--- config.mk ---
export PLATFORM = sky130hd
export DESIGN_NAME = piece_queue_flat
export DESIGN_NICKNAME = d
export VERILOG_FILES = /design/src/rtl/piece_queue_if.sv /design/src/rtl/piece_queue.sv /design/src/flat_wrapper.sv
export SDC_FILE = /design/constraint.sdc
export NUM_CORES = 1
export LEC_CHECK = 0
export BUFFER_PORTS_ARGS = -buffer_cell sky130_fd_sc_hd__buf_4
export CORE_UTILIZATION = 45
export DETAILED_ROUTE_END_ITERATION = 10
export MAX_ROUTING_LAYER = met4
export PLACE_DENSITY = 0.73
export SYNTH_ARGS = -nofsm -noshare
export SYNTH_HDL_FRONTEND = slang
export SYNTH_SLANG_ARGS = --single-unit
--- constraint.sdc ---
create_clock -name CLK -period 2.75 [get_ports CLK]
set_clock_uncertainty 0.2 [all_clocks]
set_input_delay 0.1375 -clock CLK [delete_from_list [all_inputs] [get_ports CLK]]
set_output_delay 0.1375 -clock CLK [all_outputs]
set_load 0.02 [all_outputs]
--- src/rtl/piece_queue_if.sv ---
// piece_queue_if: random-input / piece-output bundle between the generator,
// the next-piece queue and the game FSM. DEPTH must match the queue instance.
interface piece_queue_if #(
    parameter int DEPTH = 4
);
    logic [3:0]             RAND;
    logic                   TAKE;
    logic [2:0]             PIECE;
    logic                   VALID;
    logic                   FULL;
    logic [3*(DEPTH-1)-1:0] PREVIEW;

    // Game side: supplies random values and pop strobes, reads the queue.
    modport master (
        output RAND,
        output TAKE,
        input  PIECE,
        input  VALID,
        input  FULL,
        input  PREVIEW
    );

    // Queue side.
    modport slave (
        input  RAND,
        input  TAKE,
        output PIECE,
        output VALID,
        output FULL,
        output PREVIEW
    );
endinterface

--- src/rtl/piece_queue.sv ---
// piece_queue: next-piece FIFO for Tetris. Filters raw 4-bit random values
// into tetrimino codes 0..6, holds DEPTH entries (head + preview slots) and
// pops the head on a single-cycle TAKE. Empty slots always read 7.
// Optional feature: define PIECE_QUEUE_NO_REPEAT_EN to reject a candidate
// equal to the most recently pushed code.
module piece_queue #(
    parameter int DEPTH = 4
) (
    input  logic         CLK,
    input  logic         RESET,
    piece_queue_if.slave bus
);
    localparam int            CW      = $clog2(DEPTH + 1);
    localparam logic [CW-1:0] DEPTH_C = CW'(DEPTH);
    localparam logic [2:0]    NONE    = 3'd7;

    typedef enum logic [1:0] {
        S_EMPTY,
        S_FILLING,
        S_FULL
    } state_t;

    state_t        state_q, state_d;
    logic [CW-1:0] count_q, count_d;
    logic [2:0]    slots_q [DEPTH];
    logic [2:0]    slots_d [DEPTH];
    logic [2:0]    last_q, last_d;
    logic [CW-1:0] base;
    logic          accept;
    logic          pop;
    logic          push;

    // Decide whether this cycle pops, and whether the incoming value is pushed.
    always_comb begin
        accept = (bus.RAND <= 4'd6);
`ifdef PIECE_QUEUE_NO_REPEAT_EN
        if (bus.RAND[2:0] == last_q) begin
            accept = 1'b0;
        end
`endif
        pop  = bus.TAKE && (count_q != '0);
        // A same-cycle pop frees a slot even when full.
        push = accept && ((count_q < DEPTH_C) || pop);
    end

    // Slot/count update: shift first, then place the new code at the tail.
    always_comb begin
        slots_d = slots_q;
        last_d  = last_q;
        base    = count_q;
        if (pop) begin
            for (int i = 0; i < DEPTH - 1; i++) begin
                slots_d[i] = slots_q[i + 1];
            end
            slots_d[DEPTH-1] = NONE;
            base             = count_q - 1'b1;
        end
        if (push) begin
            for (int i = 0; i < DEPTH; i++) begin
                if (CW'(i) == base) begin
                    slots_d[i] = bus.RAND[2:0];
                end
            end
            last_d = bus.RAND[2:0];
        end
        count_d = base + {{(CW-1){1'b0}}, push};
        // Anything beyond the occupancy is forced empty so no stale code shows.
        for (int i = 0; i < DEPTH; i++) begin
            if (CW'(i) >= count_d) begin
                slots_d[i] = NONE;
            end
        end
    end

    // Storage, occupancy, last-pushed code and FSM state registers.
    always_ff @(posedge CLK or posedge RESET) begin
        if (RESET) begin
            state_q <= S_EMPTY;
            count_q <= '0;
            last_q  <= NONE;
            for (int i = 0; i < DEPTH; i++) begin
                slots_q[i] <= NONE;
            end
        end else begin
            state_q <= state_d;
            count_q <= count_d;
            last_q  <= last_d;
            slots_q <= slots_d;
        end
    end

    // Next-state logic, tracking the occupancy class of the FIFO.
    always_comb begin
        state_d = state_q;
        unique case (state_q)
            S_EMPTY: begin
                if (push) begin
                    state_d = S_FILLING;
                end
            end
            S_FILLING: begin
                if (push && !pop && (count_q == DEPTH_C - 1'b1)) begin
                    state_d = S_FULL;
                end else if (pop && !push && (count_q == CW'(1))) begin
                    state_d = S_EMPTY;
                end
            end
            S_FULL: begin
                if (pop && !push) begin
                    state_d = S_FILLING;
                end
            end
            default: state_d = S_EMPTY;
        endcase
    end

    // Outputs come straight from registers: no input-to-output path.
    always_comb begin
        bus.VALID   = (state_q != S_EMPTY);
        bus.FULL    = (state_q == S_FULL);
        bus.PIECE   = slots_q[0];
        bus.PREVIEW = '1;
        for (int k = 1; k < DEPTH; k++) begin
            bus.PREVIEW[3*k-3 +: 3] = slots_q[k];
        end
    end
endmodule

--- src/flat_wrapper.sv ---
// flat-port wrapper written by rule: the top's interface ports become plain ports
module piece_queue_flat 
#(
    parameter int DEPTH = 4
)
  (CLK, RESET, bus_RAND, bus_TAKE, bus_PIECE, bus_VALID, bus_FULL, bus_PREVIEW);
  piece_queue_if #(.DEPTH(DEPTH)) bus_i ();
  input  logic CLK;
  input  logic RESET;
  input wire logic [$bits(bus_i.RAND)-1:0] bus_RAND;
  input wire logic [$bits(bus_i.TAKE)-1:0] bus_TAKE;
  output wire logic [$bits(bus_i.PIECE)-1:0] bus_PIECE;
  output wire logic [$bits(bus_i.VALID)-1:0] bus_VALID;
  output wire logic [$bits(bus_i.FULL)-1:0] bus_FULL;
  output wire logic [$bits(bus_i.PREVIEW)-1:0] bus_PREVIEW;
  assign bus_i.RAND = bus_RAND;
  assign bus_i.TAKE = bus_TAKE;
  assign bus_PIECE = bus_i.PIECE;
  assign bus_VALID = bus_i.VALID;
  assign bus_FULL = bus_i.FULL;
  assign bus_PREVIEW = bus_i.PREVIEW;
  piece_queue #(.DEPTH(DEPTH)) u_core (.CLK(CLK), .RESET(RESET), .bus(bus_i));
endmodule
# Word-level counts from Yosys, hierarchy flattened
# Cells that the tools add are included.
dict set report op_classes {
  addsub 2
  magnitude_cmp 6
  eq_ne 10
  mux 16
  n_reduce_logical 14
}
# op count
set op_table {}
lappend op_table {{$mux 3} 9}
lappend op_table {{$mux 12} 2}
lappend op_table {{$mux 2} 4}
lappend op_table {{$eq 2x3->1 const A} 2}
lappend op_table {{$ge 1x3->1 const A} 2}
lappend op_table {{$ge 2x3->1 const A} 2}
lappend op_table {{$logic_and 1x1->1} 6}
lappend op_table {{$pmux 2 s3} 1}
lappend op_table {{$le 4x3->1 const B} 1}
lappend op_table {{$ne 2x1->1 const B} 2}
lappend op_table {{$add 3x1->3} 1}
lappend op_table {{$eq 1x3->1 const A} 1}
lappend op_table {{$eq 3x1->1 const B} 1}
lappend op_table {{$eq 3x2->1 const B} 1}
lappend op_table {{$logic_not 3->1} 1}
lappend op_table {{$lt 3x3->1 const B} 1}
lappend op_table {{$ne 3x1->1 const B} 1}
lappend op_table {{$reduce_and 3->1} 1}
lappend op_table {{$reduce_bool 3->1} 1}
lappend op_table {{$sub 3x1->3 const B} 1}
lappend op_table {{$eq 2x1->1 const B} 1}
lappend op_table {{$eq 2x2->1 const B} 1}
lappend op_table {{$logic_not 1->1} 2}
lappend op_table {{$logic_not 2->1} 1}
lappend op_table {{2 further kinds} 2}
dict set report word_totals {
  register_bits 17
  input_bits 7
  out_inout_bits 14
  wordCells 54
}

# Logic depth before layout (Yosys ltp)
# Gate-level depths: netlist of run 1.
dict set report depth {
  word_depth 10
  depth_mapped 11
  ltp_nobuf 10
}

# Least setup slack after synthesis of run 1
# OpenSTA, ideal clock, no wires.
dict set report synth_timing {
  path_type {flip-flop to flip-flop}
  from {register u_core.count_q[0]}
  to {register u_core.slots_q, in the netlist u_core.bus.PIECE[0]}
  setup_time_ns 0.077
  arrival_time_ns 2.234
  required_ns 2.473
  path_slack_ns 0.239
  path_stages_with_launch 12
  path_buffers 1
  synth_period_minus_slack_ns 2.511
  cell_sequence {dfrtp_1 inv_1 ha_1 nand2b_4 and2_2 clkbuf_8 xnor2_1 ha_1 ha_1 xor2_1 nand2b_1 o22ai_1}
}
# element line
set synth_rtl {}
lappend synth_rtl {{from (decl)} piece_queue.sv:24} ;# logic [CW-1:0] count_q, count_d;
lappend synth_rtl {{from (signal assigned)} piece_queue.sv:86} ;# count_q <= count_d;
lappend synth_rtl {{to (signal assigned)} piece_queue.sv:88} ;# slots_q <= slots_d;
lappend synth_rtl {{to (decl)} piece_queue.sv:25} ;# logic [2:0] slots_q [DEPTH];

==> results of run 1 <==
==> worst register-to-register path: stages, from the launching register on <==
cell and delay (ps):
dfrtp_1 470, inv_2 130, ha_2 240, nand2b_4 90, and2_2 210, xnor2_1 120, ha_1 200, ha_1 180
xor2_1 240, nand2b_1 190, o22ai_1 220
==> per-stage QoR <==
| step | cell area, um2 | utilization (%) | total power [uW] | hold slack, ps |
|---|---|---|---|---|
| 2_1_floorplan | 1170 | - | 1170 | -145 |
| 3_3_place_gp | 1330 | 53.6 | 1400 | 57.8 |
| 3_5_place_dp | 1330 | 53.6 | 1440 | 67.4 |
| 4_1_cts | 1400 | 56.4 | 1590 | 145 |
| 5_1_grt | 1400 | 56.5 | 1710 | 145 |
| 6_report | 1400 | 56.5 | 1600 | 155 |
==> cells in the mapped netlist, drive strengths merged, types with 2 or more instances <==
cell type,n,area share (%)
nand2,17,5.4
o21ai,14,6.0
dfstp,12,27
and3,11,5.9
nor2,10,3.2
nor3,7,3.0
ha,6,6.4
a211oi,5,4.7
dfrtp,5,11
inv,5,1.6
a21oi,3,1.3
a221oi,3,2.2
buf,3,2.3
nand2b,3,2.2
o22ai,3,1.6
clkbuf,2,2.3
nor2b,2,1.1
nor3b,2,1.3
o21a,2,1.3
o221ai,2,2.6
==> state kept, by name, summed over array words and instances, names as in the netlist <==
| name | cells |
|---|---|
| u_core.bus.PIECE | 3 |
| u_core.count_q | 3 |
| u_core.state_q | 2 |
| u_core.bus.PREVIEW | 9 |
==> area by class of cell <==
| cell class | instances | area share, % |
|---|---|---|
| Multi-Input combinational cell | 102 | 47.3 |
| Clock inverter | 1 | 0.358 |
| Sequential cell | 17 | 31.5 |
| Inverter | 5 | 1.34 |
| Tap cell | 30 | 2.68 |
| Timing Repair Buffer | 27 | 15.2 |
| Clock buffer | 3 | 1.61 |
==> path summary, 6_finish.rpt <==
path	start	end	slack [ps]	cells past startpoint
setup / recovery	u_core.count_q[0]	u_core.bus.PIECE[1]	170	10
max in group asynchronous	RESET	u_core.count_q[2]	1650	3
min in group asynchronous	RESET	u_core.count_q[1]	270	3
hold / removal	bus_RAND[3]	u_core.state_q[1]	160	5
hold reg to reg	u_core.state_q[1]	u_core.state_q[1]	320	1
setup reg to reg	u_core.count_q[0]	u_core.bus.PIECE[1]	170	10
==> power groups by stage <==
stage	sequential (uW)	clock, uW	combinational (uW)
after floorplan	535	0	638
after global placement	488	0	911
after detailed placement	495	0	949
after CTS	491	143	958
after global routing	505	154	1050
final	492	139	971
==> routing by layer <==
metal	GRT usage (%)	share of wire (%)
met1	28.3	42
met2	40.1	52
met3	6.61	4.6
met4	5.26	1.5
met5	-	0
==> what timing repair did <==
| action | CTS | global route |
|---|---|---|
| setup endpoints to repair | 0 | 4 |
| gates resized for setup | 0 | 2 |
| endpoints found under the hold margin | 16 | 0 |
| hold buffers | 4 | 0 |
==> kinds of logic after synthesis <==
group | Yosys count
buffers and inverters | 10
XOR/XNOR | 2
multiplexers | 2
AND/OR/NAND/NOR | 57
AO/OA/AOI/OAI | 35
flip-flops | 17
adder cells (fa/ha/maj) | 6
==> qor.csv, run 1 <==
stage;metric;value;unit
setup_path;cp_common_cell;ha_1;
route;drtIter0Drc;16;
sta;rsz0062_at_grt;no;
final_layout;seqCellArea;440;um2
sta;finalCritPeriodShare;93.7;%
sta;timing.setup.tns;0;ps
clock_tree;htreeDepth;1;
clock_tree;cts_tree;yes;
run;drv_cap;0;
grt;antenna_found_initial;0;
setup_path;required;2780;ps
route;via_count;1086;
yosys;ys_warn_count;0;
final_layout;multi_input_area;662;um2
yosys;netlist-cell-type-count;38;
pwr;clockPowerShare;8.7;%
route;routedWlPerCell;16.2;um
final_layout;fin_nets;169;
sta;setup_viol;0;
yosys;synthArstFlopShare;100;%
yosys;synth_edf_count;0;
sta;max_freq;388;MHz
setup_path;path_class;reg -> reg;
pwr;sw_frac_of_total;48.0;%
outcome;status;finished, final reports clean;
pwr;power_frac_comb;60.6;%
pwr;seq_power_share;30.7;%
setup_path;path_cells;inv_2 -> ha_2 -> nand2b_4 -> and2_2 -> xnor2_1 -> ha_1 -> ha_1 -> xor2_1 -> nand2b_1 -> o22ai_1;
floorplanning;core_area;2480;um2
setup_path;cp_max_fo;9;
yosys;synth_top_family_by_area;simple AND/OR/NAND/NOR gates;
final_layout;layout_common_cells;buf_4 (23), nand2_1 (17), dfstp_2 (12);
clock_tree;post_cts_buffers;0;
grt;grt_max_degree;18;
pwr;p_leak;0.000619;uW
pwr;pwr_density_cell;1150;nW/um2
floorplanning;fp.dieW;53.1;um
clock_tree;clock_sinks;17;
route;avgViaCountPerCell;5.87;
placed_design;place_ws;133;ps
yosys;ys_seq_area_share;37.5;%
yosys;synth_seq_cells;17;
final_layout;layout-drive-gt1-share;32.3;%
yosys;yosys-mux-area-fraction;1.81;%
yosys;synthCells;129;
final_layout;diodes;0;
placed_design;place.port_buffers;20;
route;drc;0;
setup_path;cpPeakStageDelay;470;ps
setup_path;worst-path-buf-inv;1;
final_layout;final_common_cell;buf_4;
yosys;netlist_area;1170;um2
yosys;yosys.area_share.xor_xnor;1.49;%
placed_design;place_congestion;0.792;
pwr;power_switching;769;uW
floorplanning;dieHeight;53.1;um
final_layout;final_cells;185;
clock_tree;cts_buffer_depth;2;
setup_path;slowest_stage;dfrtp_1;
yosys;synth_ff_type;dfstp_2;
setup_path;critPathLaunchType;register;
yosys;synth_simple_gate_area_share;24.8;%
final_layout;fill_cells;244;
placed_design;hpwl;2260;um
sta;max_slew.worst_pin.slew;657;ps
floorplanning;rows;18;
sta;finalHoldViolCount;0;
clock_tree;clk_pin_slew;110;ps
clock_tree;cts_made_buffers;3;
pwr;ir_worst_vdd;670;uV
setup_path;critPathArrivalTime;2610;ps
grt;grt_pass1_vias;968;
yosys;syn_area_per_cell;9.10;um2
floorplanning;die_area;2820;um2
route;drtAntennaViolNets;0;
pwr;internal_power;833;uW
clock_tree;insertion_delay;300;ps
sta;setup_ws;173;ps
clock_tree;root_buffer;clkbuf_4;
yosys;synth_compound_area_share;21.6;%
final_layout;syn_to_final_growth;19.2;%
sta;relSlewSlack;56.2;%
grt;grt_usage;23.8;%
placed_design;placedCellCount;177;
route;drt-pass1-iter-count;4;
grt;grt_pass1_wl;4620;um
setup_path;cp-end-kind;register;
yosys;syn_nets;142;
sta;drv_slew;0;
floorplanning;start_util;47.4;%
floorplanning;io_pins;21;
route;wirelength;3000;um
setup_path;path_delay_family;adder cells;
min_path;hold_class;in -> reg;
grt;grt_overflow_total;0;
sta;layout_min_cycle_time;2580;ps
yosys;synthAdderAreaFrac;6.40;%
Note: power is estimated with default switching activity, not from simulation.
==> run 2, diff against run 1 <==
--- a/config.mk
+++ b/config.mk
@@ -6,10 +6,10 @@
 export NUM_CORES = 1
 export LEC_CHECK = 0
 export BUFFER_PORTS_ARGS = -buffer_cell sky130_fd_sc_hd__buf_4
-export CORE_UTILIZATION = 45
+export CORE_UTILIZATION = 25
 export DETAILED_ROUTE_END_ITERATION = 10
 export MAX_ROUTING_LAYER = met4
-export PLACE_DENSITY = 0.73
+export PLACE_DENSITY = 0.48
 export SYNTH_ARGS = -nofsm -noshare
 export SYNTH_HDL_FRONTEND = slang
 export SYNTH_SLANG_ARGS = --single-unit
==> run 2 against run 1 <==
The flow now finishes with violations (DRC, hold timing); final area increased by 3.0%; largest cell class unchanged; clock power increased by 38%; sequential power about the same; register-to-register slack improved by 40 ps; core utilization decreased by 24 points; hold slack got worse by 160 ps; via count decreased by 2.7%; clock-buffer cell count increased by 1.
==> qor.csv, run 2 (synthesis gave the netlist of run 1 again) <==
stage;metric;value;unit
floorplanning;core_area;4440;um2
grt;antenna_found_initial;0;
setup_path;path_class;reg -> reg;
sta;timing.hold.ws;-1.13;ps
clock_tree;clk_pin_slew;70;ps
final_layout;syn_to_final_growth;22.8;%
grt;grt_max_degree;18;
outcome;status;finished, violations left;
route;via_count;1057;
pwr;pwr_density_cell;1140;nW/um2
sta;drv_slew;0;
placed_design;place_congestion;0.844;
clock_tree;htreeDepth;1;
pwr;ir_worst_vdd;347;uV
route;routedWlPerCell;14.5;um
sta;relSlewSlack;56.0;%
pwr;p_leak;0.000621;uW
setup_path;cp-end-kind;register;
floorplanning;rows;24;
sta;finalHoldViolCount;1;
setup_path;cp_common_cell;ha_1;
route;drtIter0Drc;82;
clock_tree;cts_made_buffers;3;
clock_tree;post_cts_buffers;0;
sta;finalCritPeriodShare;92.3;%
setup_path;cpPeakStageDelay;460;ps
setup_path;required;2720;ps
route;drc;4;
floorplanning;io_pins;21;
final_layout;largest_register_ffs;9;
route;drtAntennaViolNets;0;
final_layout;layout_common_cells;buf_4 (23), nand2_1 (17), dfstp_2 (12);
min_path;hold_class;in -> reg;
sta;rsz0062_at_grt;no;
floorplanning;die_area;4970;um2
setup_path;critPathArrivalTime;2510;ps
final_layout;final_common_cell;buf_4;
setup_path;cp_max_fo;9;
setup_path;critPathLaunchType;register;
run;drv_cap;0;
sta;max_freq;394;MHz
sta;layout_min_cycle_time;2540;ps
floorplanning;fp.dieW;70.5;um
floorplanning;start_util;26.4;%
sta;timing.setup.tns;0;ps
placed_design;place.port_buffers;20;
setup_path;path_cells;inv_2 -> ha_2 -> nand2b_4 -> and2_2 -> xnor2_1 -> ha_1 -> ha_1 -> xor2_2 -> nand2b_1 -> o22ai_1;
clock_tree;cts_buffer_depth;2;
grt;grt_pass1_wl;5310;um
grt;grt_pass1_vias;1060;
floorplanning;dieHeight;70.5;um
final_layout;layout-drive-gt1-share;32.5;%
placed_design;hpwl;2280;um
clock_tree;root_buffer;clkbuf_8;
sta;setup_viol;0;
outcome;failed_checks;DRC, hold timing;
grt;grt_usage;13.9;%
route;drt-pass1-iter-count;7;
route;wirelength;2990;um
route;avgViaCountPerCell;5.13;
clock_tree;insertion_delay;250;ps
final_layout;diodes;0;
setup_path;slowest_stage;dfrtp_1;
final_layout;fin_nets;168;
sta;max_slew.worst_pin.slew;660;ps
grt;grt_overflow_total;0;
pwr;total_power;1650;uW
clock_tree;clock_sinks;17;
clock_tree;cts_tree;yes;
[run 2: cell types whose count changed in the layout (fill, tap and decap cells not counted)]
cell | before | now
xor2_2 | 0 | 1
clkbuf_1 | 0 | 1
clkbuf_8 | 0 | 3
xor2_1 | 1 | 0
clkbuf_4 | 3 | 0
dlygate4sd3_1 | 4 | 3
clkinv_2 | 1 | 0
[run 2: layer usage]
layer	track usage, %	share of wire [%]
met4	2.49	0.40
met2	20.3	44
met3	3.17	5.1
met1	19.9	50
met5	-	0
[run 2: timing repair]
action	in CTS	in global routing
hold buffers	3	0
hold endpoints to repair	7	0
gates resized for setup	0	3
endpoints found under the setup margin	0	7
[run 2: power by group]
| group | total, uW | internal (uW) | switching [uW] |
|---|---|---|---|
| registers | 493 | 394 | 99.6 |
| logic | 963 | 389 | 574 |
| clock network | 192 | 103 | 89.1 |
[run 2: layout make-up]
| type | instances | area, um2 |
|---|---|---|
| inverter | 5 | 18.8 |
| sequential | 17 | 440 |
| timing repair buffer | 26 | 203 |
| fill | 481 | 3000 |
| clock buffer | 4 | 45.0 |
| multi-input combinational | 102 | 669 |
| tap | 52 | 65.1 |
[run 2: worst paths after layout]
| check | end | from | cells after the start | slack, ps |
|---|---|---|---|---|
| worst max register to register | u_core.bus.PIECE[2] | u_core.count_q[0] | 10 | 210 |
| worst min-delay path | u_core.bus.PREVIEW[4] | bus_RAND[1] | 3 | -1 |
| min in group asynchronous | u_core.count_q[1] | RESET | 3 | 340 |
| max in group asynchronous | u_core.count_q[2] | RESET | 3 | 1590 |
| worst min register to register | u_core.state_q[1] | u_core.state_q[1] | 1 | 310 |
| worst max-delay path | u_core.bus.PIECE[2] | u_core.count_q[0] | 10 | 210 |
[run 2: critical path: cells and delay by family (launching register included)]
family | cells | cell delay, ps
buffers and inverters | 1 | 130
AOI/OAI and AO/OA | 1 | 220
DFF | 1 | 460
adders and majority gates | 3 | 650
xor gates and xnor gates | 2 | 330
and+or+nand+nor | 3 | 470
[run 2: per-stage QoR]
stage | area, um2 | hold WS, ps | instances | setup WS [ps] | utilization [%]
finish | 1440 | -1.13 | 206 | 212 | 32.4
global route | 1440 | 35.8 | 206 | 28.9 | 32.4
CTS | 1430 | 1.01 | 206 | 63.3 | 32.2
detailed placement | 1360 | 93.1 | 199 | 96.0 | 30.5
global placement | 1360 | 78.6 | 199 | 241 | 30.5
floorplan | 1170 | -145 | 129 | 239 | -
